## src/rtl/mod4_step_scheduler_pkg.sv

```systemverilog
// Shared definitions for the mod-4 step scheduler: state width, FSM encoding
// and the step-counter state constants.
package mod4_step_scheduler_pkg;

    localparam int SW = 2;

    typedef logic [SW-1:0] step_t;

    localparam step_t S0 = 2'd0;
    localparam step_t S1 = 2'd1;
    localparam step_t S2 = 2'd2;
    localparam step_t S3 = 2'd3;

    typedef enum logic [1:0] {
        ST_IDLE = 2'd0,
        ST_STEP = 2'd1,
        ST_GAP  = 2'd2,
        ST_DONE = 2'd3
    } sched_state_t;

endpackage

```

## src/rtl/mod4_step_scheduler_if.sv

```systemverilog
// Request/grant bundle between the two requesters and the step scheduler,
// including the advance pulse and shadow state seen by the step counter.
interface mod4_step_scheduler_if;
    import mod4_step_scheduler_pkg::*;

    logic [1:0] req;
    step_t      tgt0;
    step_t      tgt1;
    logic [1:0] gnt;
    logic [1:0] done;
    logic       x;
    step_t      cur_state;
    logic       busy;

    modport master (
        output req, tgt0, tgt1,
        input  gnt, done, x, cur_state, busy
    );

    modport slave (
        input  req, tgt0, tgt1,
        output gnt, done, x, cur_state, busy
    );

endinterface

```

## src/rtl/mod4_step_scheduler_rr_arb2.sv

```systemverilog
// Two-way round-robin arbiter: when both request, the one not served last wins.
// Reset leaves the pointer on requester 1 so requester 0 is favoured first.
module rr_arb2 (
    input  logic       clk,
    input  logic       rst_n,
    input  logic [1:0] req,
    input  logic       update,
    input  logic       served,
    output logic [1:0] grant
);

    logic last_reg;

    always_ff @(posedge clk or negedge rst_n) begin
        if (!rst_n) begin
            last_reg <= 1'b1;
        end else if (update) begin
            last_reg <= served;
        end
    end

    generate
        for (genvar gi = 0; gi < 2; gi++) begin : g_grant
            assign grant[gi] = req[gi] & (!req[1-gi] || (last_reg != 1'(gi)));
        end
    endgenerate

endmodule

```

## src/rtl/mod4_step_scheduler.sv

```systemverilog
// Arbitrates two requesters for a shared mod-4 step counter and pulses x once
// per step until the shadow state reaches the granted requester's target.
module mod4_step_scheduler
    import mod4_step_scheduler_pkg::*;
#(
    parameter int GAP = 1
) (
    input  logic                   clk,
    input  logic                   rst_n,
    mod4_step_scheduler_if.slave   bus
);

    localparam int GW = (GAP > 1) ? $clog2(GAP) : 1;
    localparam logic [GW-1:0] GAP_LOAD = GW'((GAP > 0) ? GAP - 1 : 0);

    sched_state_t  state_reg;
    step_t         steps_reg;
    step_t         cur_reg;
    logic [1:0]    gnt_reg;
    logic [1:0]    done_reg;
    logic          x_reg;
    logic [GW-1:0] gap_cnt_reg;

    logic [1:0]    arb_grant;
    step_t         sel_tgt;
    step_t         steps_init;

    rr_arb2 u_arb (
        .clk    (clk),
        .rst_n  (rst_n),
        .req    (bus.req),
        .update (state_reg == ST_DONE),
        .served (gnt_reg[1]),
        .grant  (arb_grant)
    );

    // Forward-only distance: a target one behind the current state costs 3 steps.
    assign sel_tgt    = arb_grant[1] ? bus.tgt1 : bus.tgt0;
    assign steps_init = sel_tgt - cur_reg;

    always_ff @(posedge clk or negedge rst_n) begin
        if (!rst_n) begin
            state_reg   <= ST_IDLE;
            steps_reg   <= S0;
            cur_reg     <= S0;
            gnt_reg     <= 2'b00;
            done_reg    <= 2'b00;
            x_reg       <= 1'b0;
            gap_cnt_reg <= '0;
        end else begin
            case (state_reg)
                ST_IDLE: begin
                    if (|bus.req) begin
                        gnt_reg <= arb_grant;
                        if (steps_init == S0) begin
                            state_reg <= ST_DONE;
                            done_reg  <= arb_grant;
                        end else begin
                            state_reg <= ST_STEP;
                            steps_reg <= steps_init;
                            x_reg     <= 1'b1;
                        end
                    end
                end
                ST_STEP: begin
                    cur_reg   <= cur_reg + step_t'(1);
                    steps_reg <= steps_reg - step_t'(1);
                    if (steps_reg == step_t'(1)) begin
                        state_reg <= ST_DONE;
                        x_reg     <= 1'b0;
                        done_reg  <= gnt_reg;
                    end else if (GAP > 0) begin
                        state_reg   <= ST_GAP;
                        x_reg       <= 1'b0;
                        gap_cnt_reg <= GAP_LOAD;
                    end else begin
                        x_reg <= 1'b1;
                    end
                end
                ST_GAP: begin
                    if (gap_cnt_reg == '0) begin
                        state_reg <= ST_STEP;
                        x_reg     <= 1'b1;
                    end else begin
                        gap_cnt_reg <= gap_cnt_reg - GW'(1);
                    end
                end
                ST_DONE: begin
                    state_reg <= ST_IDLE;
                    gnt_reg   <= 2'b00;
                    done_reg  <= 2'b00;
                end
                default: begin
                    state_reg <= ST_IDLE;
                end
            endcase
        end
    end

    assign bus.gnt       = gnt_reg;
    assign bus.done      = done_reg;
    assign bus.x         = x_reg;
    assign bus.cur_state = cur_reg;
    assign bus.busy      = (state_reg != ST_IDLE);

endmodule

```

## src/flat_wrapper.sv

```systemverilog
// flat-port wrapper written by rule: the top's interface ports become plain ports
module mod4_step_scheduler_flat import mod4_step_scheduler_pkg::*;
#(
    parameter int GAP = 1
)
  (clk, rst_n, bus_req, bus_tgt0, bus_tgt1, bus_gnt, bus_done, bus_x, bus_cur_state, bus_busy);
  mod4_step_scheduler_if bus_i ();
  input  logic clk;
  input  logic rst_n;
  input wire logic [$bits(bus_i.req)-1:0] bus_req;
  input wire logic [$bits(bus_i.tgt0)-1:0] bus_tgt0;
  input wire logic [$bits(bus_i.tgt1)-1:0] bus_tgt1;
  output wire logic [$bits(bus_i.gnt)-1:0] bus_gnt;
  output wire logic [$bits(bus_i.done)-1:0] bus_done;
  output wire logic [$bits(bus_i.x)-1:0] bus_x;
  output wire logic [$bits(bus_i.cur_state)-1:0] bus_cur_state;
  output wire logic [$bits(bus_i.busy)-1:0] bus_busy;
  assign bus_i.req = bus_req;
  assign bus_i.tgt0 = bus_tgt0;
  assign bus_i.tgt1 = bus_tgt1;
  assign bus_gnt = bus_i.gnt;
  assign bus_done = bus_i.done;
  assign bus_x = bus_i.x;
  assign bus_cur_state = bus_i.cur_state;
  assign bus_busy = bus_i.busy;
  mod4_step_scheduler #(.GAP(GAP)) u_core (.clk(clk), .rst_n(rst_n), .bus(bus_i));
endmodule
```

## config.mk

```make
export PLATFORM = sky130hd
export DESIGN_NAME = mod4_step_scheduler_flat
export DESIGN_NICKNAME = d
export VERILOG_FILES = /design/src/rtl/mod4_step_scheduler_pkg.sv /design/src/rtl/mod4_step_scheduler_if.sv /design/src/rtl/mod4_step_scheduler_rr_arb2.sv /design/src/rtl/mod4_step_scheduler.sv /design/src/flat_wrapper.sv
export SDC_FILE = /design/constraint.sdc
export NUM_CORES = 1
export LEC_CHECK = 0
export ABC_AREA = 1
export BUFFER_PORTS_ARGS = -buffer_cell sky130_fd_sc_hd__clkbuf_2
export CORE_UTILIZATION = 35
export DETAILED_ROUTE_END_ITERATION = 10
export SYNTH_ARGS = -nofsm -noshare
export SYNTH_HDL_FRONTEND = slang
export SYNTH_SLANG_ARGS = --single-unit
```

## constraint.sdc

```tcl
create_clock -name clk -period 2.1 [get_ports clk]
set_clock_uncertainty 0.1 [all_clocks]
set_input_delay 0.21 -clock clk [delete_from_list [all_inputs] [get_ports clk]]
set_output_delay 0.21 -clock clk [all_outputs]
set_load 0.005 [all_outputs]
```

==> qor.yml <==
cts-root-buf: "clkbuf_4"
num_rows: 15
regArea_sq_um: 301.5
cpMaxStageDelayCell: "dfstp_2"
async_reset_ff_share_pct: 100.0
io_pins: 16
dpl-instance-area_sq_um: 782.0
multi_input_area_sq_um: 321.6
setup_ws_ns: 0.2705
postLayoutCellArea_sq_um: 828.3
grt_first_pass_wirelength_microns: 2428
numCtsBuffers: 3
synth_top_family_by_area: "simple AND/OR/NAND/NOR gates"
postRouteWirelength_microns: 1423
p_sw_share_pct: 45.00
start_util_pct: 38.32
ant_nets: 0
die_w_microns: 46.18
slew_headroom_pct: 78.23
syn-mean-instance-area_sq_um: 7.676
synth_common_cells: "nand2_1 (26), inv_1 (13), dfrtp_1 (11)"
die-area_sq_mm: 0.002133
grtUsageTotal_pct: 16.55
syn_area_sq_um: 683.2
port_buffers: 15
p_int_mw: 0.7137
cts.path.max_buffers: 2
gp_congestion: 0.8724
nNetsFinal: 119
cp_top_family: "simple AND/OR/NAND/NOR gates"
antenna_found_initial: 0
status: "finished, final reports clean"
p_switching_mw: 0.5839
synth_edf_count: 0
synthSimpleGateAreaFrac_pct: 28.39
htreeDepth: 1
area_growth_pct: 21.25
coreArea_sq_mm: 0.001783
fin_tns_setup_ns: 0
required_ns: 2.21
first_pass_iters: 4
synth_fa_ha_area_share_pct: 3.663
setup_viol: 0
cts_resized: 0
fmax_ghz: 0.5466
pwr-share-seq_pct: 34.3
layout_min_cycle_time_ns: 1.830
synth_xor_area_share_pct: 2.564
crit_buf_inv: 0
endpoint_kind: "flip-flop"
critical_path_arrival_ns: 1.94
grt_max_degree: 13
period_share_pct: 87.12
synth_most_common_cell: "nand2_1"
yosys-top-cells-area: "dfrtp_1 (40%), nand2_1 (14%), inv_1 (7.1%)"
cpMostUsedCell: "nand2_1"
vias: 622
finalHoldViolCount: 0
grt_overflow_total: 0
rsz0062_at_grt: "no"
dpl.hpwl_microns: 1092
crit_path_max_fanout: 4
muxShareOfSynthArea_pct: 1.465
comb_power_share_pct: 50.7
final_max_slew_viol_count: 0
drive_above_1_share_pct: 25.00
cp-start-kind: "flip-flop"
fin_util_pct: 46.46
syn_inst: 89
dp_slack_ns: 0.2941
irDropWorstVdd_v: 0.0006721
synth_top_area_share_pct: 40.29
grt_pass1_vias: 560
clk_latency_ns: 0.28
ys_seq_elements: 12
drv_cap: 0
crit_chain: "nand2_1, nand2_1, mux2i_1, ha_1, nand2_1, nand2_1, nand2_2, nand2_1, o21ai_2"
synth_ff_type: "dfrtp_1"
worstSetupPathType: "reg2reg"
nFillCells: 178
diodes: 0
synth.net_count: 99
hold_buffers: 1
die_h_microns: 46.18
drc_errors: 0
synth.distinct_cells: 21
power_frac_clock_pct: 15.0
synth_area_leader_cell: "dfrtp_1"
viasPerCell: 4.677
tightest_slew_ns: 0.3266
hp-class: "in2reg"
yosysSeqAreaShare_pct: 44.14
cpPeakStageDelay_ns: 0.55
synth-compound-area-share_pct: 10.99
power_density_mw_per_mm2: 1567
whs_ns: 0.1911
post-cts-setup-buffer-count: 0
cts_tree: "done"
yosys_warnings: 0
rrSetupSlack_ns: 0.27
post_drt_wl_per_cell_microns: 10.70
total_leakage_power_nw: 0.4616
path_clk_slew_ns: 0.09
drt_iter0_markers: 26
clock-sinks: 12
-- power groups by stage --
stage                     clock network, mW  registers [mW]  logic [mW]
after floorplan                           0           0.439       0.482
after global placement                    0           0.448       0.655
after detailed placement                  0           0.450       0.657
after CTS                             0.197           0.445       0.668
after global routing                  0.209           0.465       0.768
final                                 0.195           0.445       0.658
-- worst paths after layout --
check | from | end | cells after the start
min reg2reg | u_core.bus.done[1]$_DFFE_PN0P_ | u_core.bus.done[1]$_DFFE_PN0P_ | 2
min | bus_req[1] | u_core.bus.gnt[1]$_DFFE_PN0P_ | 3
max reg2reg | u_core.u_arb.last_reg$_DFFE_PN1P_ | u_core.bus.done[0]$_DFFE_PN0P_ | 9
min in group asynchronous | rst_n | u_core.bus.cur_state[1]$_DFFE_PN0P_ | 2
max | u_core.u_arb.last_reg$_DFFE_PN1P_ | u_core.bus.done[0]$_DFFE_PN0P_ | 9
max in group asynchronous | rst_n | u_core.u_arb.last_reg$_DFFE_PN1P_ | 2
-- cells by family after synthesis --
family / count (synthesis)
adders and majority gates: 2
AOI/OAI and AO/OA: 14
xor gates and xnor gates: 2
DFF: 12
muxes: 1
and+or+nand+nor: 43
buffers and inverters: 15
-- area by class of cell --
cell class                      instances  area share, %
Sequential cell                        12          36.40
Tap cell                               25          3.776
Inverter                               14          6.344
Clock buffer                            4          4.381
Multi-Input combinational cell         62          38.82
Timing Repair Buffer                   16          10.27
-- metrics by stage --
stage / instances / total power [mW]
after global routing: 133 / 1.442
after detailed placement: 128 / 1.107
final: 133 / 1.298
after floorplan: 89 / 0.9214
after global placement: 128 / 1.103
after CTS: 133 / 1.310
-- layout by cell type (no fill, tap or decap), drive strengths merged --
master / count
nor3: 1
clkbuf: 19
a31oi: 1
o21ai: 7
nand2: 28
xor2: 1
ha: 2
nor2: 5
dfstp: 1
mux2i: 1
a21oi: 6
dfrtp: 11
dlygate4sd3: 1
xnor2: 1
inv: 14
nand3: 9
-- per-layer routing --
| layer | wire [microns] | global-route usage [%] | vias up |
|---|---|---|---|
| li1 | - | - | 320 |
| met1 | 697 | 22.73 | 285 |
| met2 | 638 | 23.94 | 13 |
| met3 | 49 | 3.529 | 4 |
| met4 | 36 | 8.824 | 0 |
| met5 | 0 | 0 | - |
-- worst min-delay path: stages --
cell and delay [ns]:
clkbuf_2 0.13, nand3_1 0.11, o21ai_0 0.07
Note: power is estimated with default switching activity, not from simulation.
